## config.mk

```make
export PLATFORM = sky130hd
export DESIGN_NAME = serial_receiver
export DESIGN_NICKNAME = d
export VERILOG_FILES = /design/src/rtl/serial_pkg.sv /design/src/rtl/bit_down_counter.sv /design/src/rtl/serial_receiver.sv
export SDC_FILE = /design/constraint.sdc
export NUM_CORES = 1
export LEC_CHECK = 0
export ABC_AREA = 1
export CAP_MARGIN = 20
export CORE_AREA = 4 4 46 69
export CTS_CLUSTER_DIAMETER = 150
export CTS_CLUSTER_SIZE = 8
export DETAILED_ROUTE_END_ITERATION = 16
export DIE_AREA = 0 0 50 73
export PLACE_DENSITY = 0.6
export SYNTH_ARGS = -nofsm -noshare
export SYNTH_HDL_FRONTEND = slang
export SYNTH_HIERARCHICAL = 1
export SYNTH_SLANG_ARGS = --single-unit
```

## constraint.sdc

```tcl
create_clock -name clk -period 1.6 [get_ports clk]
set_input_delay 0.4 -clock clk [delete_from_list [all_inputs] [get_ports clk]]
set_output_delay 0.4 -clock clk [all_outputs]
set_load 0.1 [all_outputs]
```

## src/rtl/serial_pkg.sv

```systemverilog
// Shared line-level definitions for the serial transmitter/receiver pair.
package serial_pkg;

  typedef enum logic [2:0] {
    IDLE,
    DATA,
    PARITY,
    STOP,
    WAIT_HI
  } state_t;

  localparam logic IDLE_LEVEL  = 1'b1;
  localparam logic START_LEVEL = 1'b0;

  // A line that is not being driven reads as idle.
  function automatic logic line_bit(input logic ser_in, input logic ser_en);
    return ser_en ? ser_in : IDLE_LEVEL;
  endfunction

endpackage

```

## src/rtl/bit_down_counter.sv

```systemverilog
// Loadable down counter with zero flag, used to count data bits in a frame.
module bit_down_counter #(
  parameter int CNT_W = 3
) (
  input  logic             clk,
  input  logic             rst,
  input  logic             load,
  input  logic [CNT_W-1:0] load_val,
  input  logic             dec,
  output logic             zero
);

  logic [CNT_W-1:0] cnt;

  always_ff @(posedge clk) begin
    if (rst)       cnt <= '0;
    else if (load) cnt <= load_val;
    else if (dec)  cnt <= cnt - 1'b1;
  end

  assign zero = (cnt == '0);

endmodule

```

## src/rtl/serial_receiver.sv

```systemverilog
// Serial deserialiser: start bit, DATA_W bits LSB-first, stop bit, valid/ready output.
// Optional even-parity checking is enabled by defining PARITY_CHECK_EN.
module serial_receiver
  import serial_pkg::*;
#(
  parameter  int DATA_W = 8,
  localparam int CNT_W  = $clog2(DATA_W)
) (
  input  logic              clk,
  input  logic              rst,
  input  logic              ser_in,
  input  logic              ser_en,
  output logic [DATA_W-1:0] par_out,
  output logic              out_valid,
  input  logic              out_ready,
  output logic              frame_err,
`ifdef PARITY_CHECK_EN
  output logic              parity_err,
`endif
  output logic              overrun,
  output logic              busy
);

  localparam logic [CNT_W-1:0] LAST_BIT = CNT_W'(DATA_W - 1);

  state_t            state, next_state;
  logic              b;
  logic [DATA_W-1:0] shreg;
  logic              cnt_load, cnt_dec, cnt_zero;
  logic              shift_en, commit, ferr_set;
`ifdef PARITY_CHECK_EN
  logic              par_sample, perr_set, par_bad;
`endif

  assign b    = line_bit(ser_in, ser_en);
  assign busy = (state != IDLE);

  bit_down_counter #(
    .CNT_W(CNT_W)
  ) u_bit_cnt (
    .clk     (clk),
    .rst     (rst),
    .load    (cnt_load),
    .load_val(LAST_BIT),
    .dec     (cnt_dec),
    .zero    (cnt_zero)
  );

  always_ff @(posedge clk) begin
    if (rst) state <= IDLE;
    else     state <= next_state;
  end

  always_comb begin
    next_state = state;
    cnt_load   = 1'b0;
    cnt_dec    = 1'b0;
    shift_en   = 1'b0;
    commit     = 1'b0;
    ferr_set   = 1'b0;
`ifdef PARITY_CHECK_EN
    par_sample = 1'b0;
    perr_set   = 1'b0;
`endif
    case (state)
      IDLE: begin
        if (b == START_LEVEL) begin
          next_state = DATA;
          cnt_load   = 1'b1;
        end
      end
      DATA: begin
        shift_en = 1'b1;
        if (cnt_zero) begin
`ifdef PARITY_CHECK_EN
          next_state = PARITY;
`else
          next_state = STOP;
`endif
        end else begin
          cnt_dec = 1'b1;
        end
      end
      PARITY: begin
`ifdef PARITY_CHECK_EN
        par_sample = 1'b1;
`endif
        next_state = STOP;
      end
      STOP: begin
        if (b == IDLE_LEVEL) begin
          next_state = IDLE;
`ifdef PARITY_CHECK_EN
          perr_set   = par_bad;
          commit     = !par_bad;
`else
          commit     = 1'b1;
`endif
        end else begin
          // A low stop bit may mean a stuck line; wait for it to recover.
          ferr_set   = 1'b1;
          next_state = WAIT_HI;
        end
      end
      WAIT_HI: begin
        if (b == IDLE_LEVEL) next_state = IDLE;
      end
      default: next_state = IDLE;
    endcase
  end

  always_ff @(posedge clk) begin
    if (shift_en) shreg <= {b, shreg[DATA_W-1:1]};
  end

`ifdef PARITY_CHECK_EN
  always_ff @(posedge clk) begin
    if (par_sample) par_bad <= (^shreg) ^ b;
  end

  always_ff @(posedge clk) begin
    if (rst) parity_err <= 1'b0;
    else     parity_err <= perr_set;
  end
`endif

  // Output register: a commit that coincides with an accept replaces the word cleanly.
  always_ff @(posedge clk) begin
    if (rst) begin
      par_out   <= '0;
      out_valid <= 1'b0;
      frame_err <= 1'b0;
      overrun   <= 1'b0;
    end else begin
      frame_err <= ferr_set;
      if (commit) begin
        par_out   <= shreg;
        out_valid <= 1'b1;
        if (out_valid && !out_ready) overrun <= 1'b1;
      end else if (out_valid && out_ready) begin
        out_valid <= 1'b0;
      end
    end
  end

endmodule

```

==> results of run 1 <==
[state kept, by name (all words and copies together), names as in the netlist]
register and flops:
u_bit_cnt/cnt 3, par_out 8, state 3, frame_err 1, out_valid 1, overrun 1, shreg 8
[cells by family after synthesis]
| logic type | Yosys count | share of synthesized area [%] |
|---|---|---|
| other | 1 | 0.3742 |
| adders and majority gates | 2 | 2.496 |
| xor gates and xnor gates | 1 | 0.8741 |
| DFF | 25 | 57.93 |
| buffers and inverters | 17 | 6.867 |
| AOI/OAI and AO/OA | 12 | 6.367 |
| and+or+nand+nor | 56 | 25.09 |
[area by class of cell]
class,instances,area (sq um)
fill,233,1174
sequential,25,581.8
multi-input combinational,74,367.9
timing repair buffer,21,330.3
inverter,17,68.82
tap,37,46.29
clock buffer,3,41.29
clock inverter,1,8.758
[through the flow]
stage	instances	power, W	setup slack (ns)	util [%]	area (sq um)
after floorplan	116	0.001034	0.04056	-	1017
after global placement	174	0.001190	-0.01985	53.23	1394
after detailed placement	174	0.001196	-0.1304	53.23	1394
after CTS	178	0.001581	0.03092	55.14	1444
after global routing	178	0.001640	0.01191	55.18	1445
final	178	0.001560	0.1189	55.18	1445
[worst paths after layout]
path,end,start
max,busy,state[1]
min,shreg[3],shreg[4]
max reg2reg,u_bit_cnt/cnt[1],u_bit_cnt/cnt[0]
min reg2reg,shreg[3],shreg[4]
[cells in the final DEF, fill, tap and decap left out, types with 2 or more instances in the layout]
cell	Yosys	routed
buf_4	0	4
dfxtp_1	17	16
a21oi_1	2	2
conb_1	1	3
clkdlybuf4s50_1	0	4
buf_12	0	13
nand3b_1	2	2
nand2_1	13	12
inv_1	16	15
nor2_1	28	28
ha_1	2	2
nand2_4	1	2
edfxtp_1	8	8
clkbuf_8	0	3
nand2_2	3	3
nand3_1	7	7
o21ai_0	9	9
[layer usage]
metal | share of wire [%] | up-vias | GRT usage (%)
li1 | - | 408 | -
met5 | 0 | - | 0
met2 | 55 | 12 | 21.37
met3 | 4.1 | 2 | 1.431
met1 | 40 | 360 | 11.51
met4 | 1.1 | 0 | 6.462
[where the power goes]
group          switching [W]  leakage, nW  internal [W]
registers          0.0000365        0.213      0.000717
clock network       0.000199       0.0261      0.000182
logic               0.000261        0.358      0.000164
[critical path, cell delays in order, from the launching register on]
cell     delay [ns]
dfxtp_1        0.35
nor2_1         0.22
nand2_4        0.08
buf_12         0.17
==> impl_metrics.csv, run 1 <==
group,metric,value,unit
outcome,outcome,"finished clean",
die,core,2619,sq um
yosys,syn-instance-count,114,
setup_path,worstSetupStartpointType,"flip-flop",
yosys,yosysUniqueCellTypes,18,
timing,setup_viol,0,
clock_tree,cts_setup_buffers,0,
die,dieArea,3650,sq um
setup_path,critPathRequiredTime,1.20,ns
routing,final_antenna_net_count,0,
global_routing,grt_pass1_wl,3187,um
timing,slew_viol_final,0,
finish,nets,149,
timing,timing_hold_violations_final,0,
timing,fin_worst_skew,0.005046,ns
clock_tree,cts_root_buf,"clkbuf_8",
placement,hpwlAfterDp,1451,um
yosys,synthTopCellsByCount,"nor2_1 (28), dfxtp_1 (17), inv_1 (16)",
power,p_leak,0.5967,nW
die,die_h,73,um
yosys,synth.most_common_cell,"nor2_1",
timing,max_freq,675.2,MHz
clock_tree,ctsLongestPathBuffers,2,
timing,rsz0062_at_grt,"no",
timing,min_period,1.481,ns
timing,period_share,92.57,%
power,ir_worst_vdd,0.5453,mV
yosys,synth.avg_cell_area,8.791,sq um
yosys,netlist.area_leader.share,33.96,%
worst_hold_path,min_path_cells,0,
setup_path,cp-end-kind,"output pin",
clock_tree,cts_num_sinks,25,
finish,antenna_cells,0,
die,num_rows,23,
setup_path,reg2reg_depth,11,
global_routing,overflow,0,
clock_tree,cts_buffers,3,
worst_hold_path,hold_class,"reg -> reg",
yosys,synth_seq_cells,25,
finish,layout-drive-gt1-share,21.99,%
routing,wl,1753,um
finish,syn_to_final_growth,44.20,%
routing,vias_per_cell,4.393,
placement,port_buffers,16,
yosys,syn_area,1002,sq um
setup_path,regToRegSetupSlack,0.14,ns
routing,vias,782,
timing,tns,0,ns
setup_path,worstPathMaxFanout,4,
yosys,synth_area_leaders,"dfxtp_1 (34%), edfxtp_1 (24%), nor2_1 (10%), inv_1 (6.0%), nand2_1 (4.9%)",
clock_tree,path_clk_slew,0.09,ns
global_routing,grt_antenna_before_repair,0,
clock_tree,postCtsHoldBufs,0,
global_routing,grt_max_degree,17,
clock_tree,cts_resized,0,
clock_tree,clkLatencyLatePin,0.27,ns
yosys,seq_area_frac_synth,57.93,%
placement,globalplace.congestion,0.7892,
die,die_w,50,um
power,powerDensity,1079,nW/um^2
routing,first_pass_iters,4,
yosys,synth_edf_count,8,
job,drv_cap,0,
setup_path,crit_arrival,1.08,ns
die,io-pin-count,17,
yosys,yosysTopAreaCell,"dfxtp_1",
clock_tree,htree_levels,1,
routing,drc,0,
yosys,postSynth.asyncResetShare,0,%
setup_path,critPathKind,"reg -> out",
clock_tree,cts_tree,"yes",
routing,first_iter_violations,11,
yosys,synth-main-ff-cell,"dfxtp_1",
die,start_util,38.27,%
routing,wl_per_cell,9.848,um
global_routing,grt_util_all_layers,11.28,%
global_routing,grt_pass1_vias,787,
yosys,ys.warnings.count,6,
timing,hold_slack,0.4550,ns
(Power assumes the default switching activity.)
==> inputs of run 2 (changes only) <==
- SLEW_MARGIN: not set -> 10
==> results of run 2 <==
Final layout, timing and power as in run 1 (identical DEF).
==> inputs of run 3 (changes only) <==
- CORE_AREA: 4 4 46 69 -> 2 2 51 76
- DIE_AREA: 0 0 50 73 -> 0 0 53 78
- PLACE_DENSITY: 0.6 -> 0.48
==> run 3 against run 2 <==
  * Clock power decreased by 6.8%
  * Die area up 13%
  * Worst setup slack got worse by 0.029 ns
  * Maximum frequency fell by 1.9%
  * Largest power group unchanged
==> impl_metrics.csv, run 3 (synthesized netlist as in run 1, its figures left out) <==
group,metric,value,unit
timing,setup_slack,0.08988,ns
routing,wl_per_cell,10.28,um
timing,hold_slack,0.4518,ns
job,drv_cap,0,
die,io-pin-count,17,
finish,syn_to_final_growth,42.45,%
power,switching_power,0.0004790,W
timing,min_period,1.510,ns
power,pwr-share-clk,23.1,%
global_routing,grt_max_degree,14,
timing,setup_viol,0,
die,num_rows,26,
clock_tree,ctsLongestPathBuffers,2,
routing,drc,0,
die,die_w,53,um
finish,fin_area,1428,sq um
placement,globalplace.congestion,0.7075,
worst_hold_path,hold_class,"reg -> reg",
clock_tree,cts_buffers,3,
outcome,outcome,"finished clean",
global_routing,grt_antenna_before_repair,0,
clock_tree,htree_levels,1,
finish,final_common_cell,"nor2_1",
die,dieArea,4134,sq um
power,p_comb_share,27.6,%
die,die_h,78,um
setup_path,crit_buf_inv,1,
routing,wl,1871,um
finish,stdcell_count,182,
setup_path,crit_path_cell_trace,"nor2_1, nand2_4, buf_12",
finish,mostFrequentLayoutCells,"nor2_1 (28), inv_1 (15), dfxtp_1 (15)",
routing,final_antenna_net_count,0,
clock_tree,cts_root_buf,"clkbuf_8",
clock_tree,cts_tree,"yes",
finish,fillers,353,
power,swShare,31.24,%
setup_path,cpMaxStageDelayCell,"dfxtp_1",
placement,port_buffers,16,
placement,place_area,1380,sq um
global_routing,grt_pass1_wl,3187,um
routing,first_iter_violations,9,
timing,slew_viol_final,0,
timing,fin_worst_skew,0.006941,ns
power,ir_worst_vdd,0.5636,mV
setup_path,critPathKind,"reg -> out",
timing,rsz0062_at_grt,"no",
setup_path,max_stage_delay,0.34,ns
routing,wl_met2,1088,um
die,start_util,29.34,%
routing,routed.top_layer,"met4",
global_routing,grt_util_all_layers,10.46,%
setup_path,critPathTopFamily,"flip-flops",
setup_path,worstSetupStartpointType,"flip-flop",
clock_tree,clkLatencyLatePin,0.26,ns
power,powerDensity,1074,nW/um^2
timing,max_freq,662.2,MHz
routing,first_pass_iters,4,
finish,antenna_cells,0,
setup_path,worstPathMaxFanout,4,
placement,hpwlAfterDp,1508,um
timing,period_share,94.38,%
finish,nets,148,
power,p_leak,0.5829,nW
finish,layout-drive-gt1-share,21.43,%
setup_path,critPathRequiredTime,1.20,ns
power,power_frac_seq,49.2,%
clock_tree,cts_setup_buffers,0,
routing,met3_wirelength,61,um
die,core,3416,sq um
global_routing,overflow,0,
clock_tree,path_clk_slew,0.08,ns
placement,placedCellCount,178,
setup_path,cp-end-kind,"output pin",
timing,timing_hold_violations_final,0,
global_routing,grt_pass1_vias,768,
routing,vias,762,
placement,dp_slack,-0.05626,ns
power,total_power,0.001534,W
clock_tree,cts_num_sinks,25,
finish,reg_top3,"par_out: 8 flops, shreg: 8 flops",
setup_path,crit_arrival,1.11,ns
routing,wl_met1,696,um
power,internal_power,0.001055,W
routing,vias_per_cell,4.187,
-- run 3: metal layers --
| layer | vias to the layer above | GRT usage [%] |
|---|---|---|
| li1 | 406 | - |
| met1 | 342 | 10.91 |
| met2 | 12 | 18.88 |
| met3 | 2 | 1.154 |
| met4 | 0 | 6.410 |
| met5 | - | 0 |
-- run 3: path summary, 6_finish.rpt --
path	depth (start not counted)	endpoint	slack (ns)	from
worst min register to register	0	shreg[3]	0.45	shreg[4]
worst max-delay path	3	busy	0.09	state[1]
worst max register to register	11	u_bit_cnt/cnt[2]	0.22	u_bit_cnt/cnt[0]
worst min-delay path	0	shreg[3]	0.45	shreg[4]
-- run 3: power groups by stage --
stage | clock, W | combinational, W | sequential (W)
after floorplan | 0 | 0.000189 | 0.000845
after global placement | 0 | 0.000423 | 0.000767
after detailed placement | 0 | 0.000428 | 0.000769
after CTS | 0.000379 | 0.000428 | 0.000755
after global routing | 0.000397 | 0.000461 | 0.000763
final | 0.000355 | 0.000423 | 0.000755
-- run 3: worst register-to-register path, stage by stage, from the launching register on --
cell and delay, ns:
dfxtp_2 0.34, inv_1 0.04, ha_1 0.18, ha_1 0.18
inv_1 0.05, nand3_1 0.10, inv_2 0.12, nor2_1 0.06
nand2_1 0.06, nand3_1 0.07, nand2_1 0.06, inv_1 0.03
-- run 3: final cells by class --
type,instances,area [sq um],area share (%)
flip-flops and latches,25,583.1,40.84
multi-input cells,74,367.9,25.77
repair buffers,20,310.3,21.74
clock buffers,4,45.04,3.155
well taps,42,52.55,3.681
inverters,17,68.82,4.820
-- run 3: repair_timing --
item / in CTS / in global routing
hold buffers: 0 / 0
gates resized for setup: 0 / 3
setup endpoints to repair: 0 / 3
-- run 3: metrics by stage --
stage | TNS [ns] | utilization (%)
2_1_floorplan | 0 | -
3_3_place_gp | -0.01683 | 40.40
3_5_place_dp | -0.1953 | 40.40
4_1_cts | 0 | 41.72
5_1_grt | 0 | 41.79
6_report | 0 | 41.79
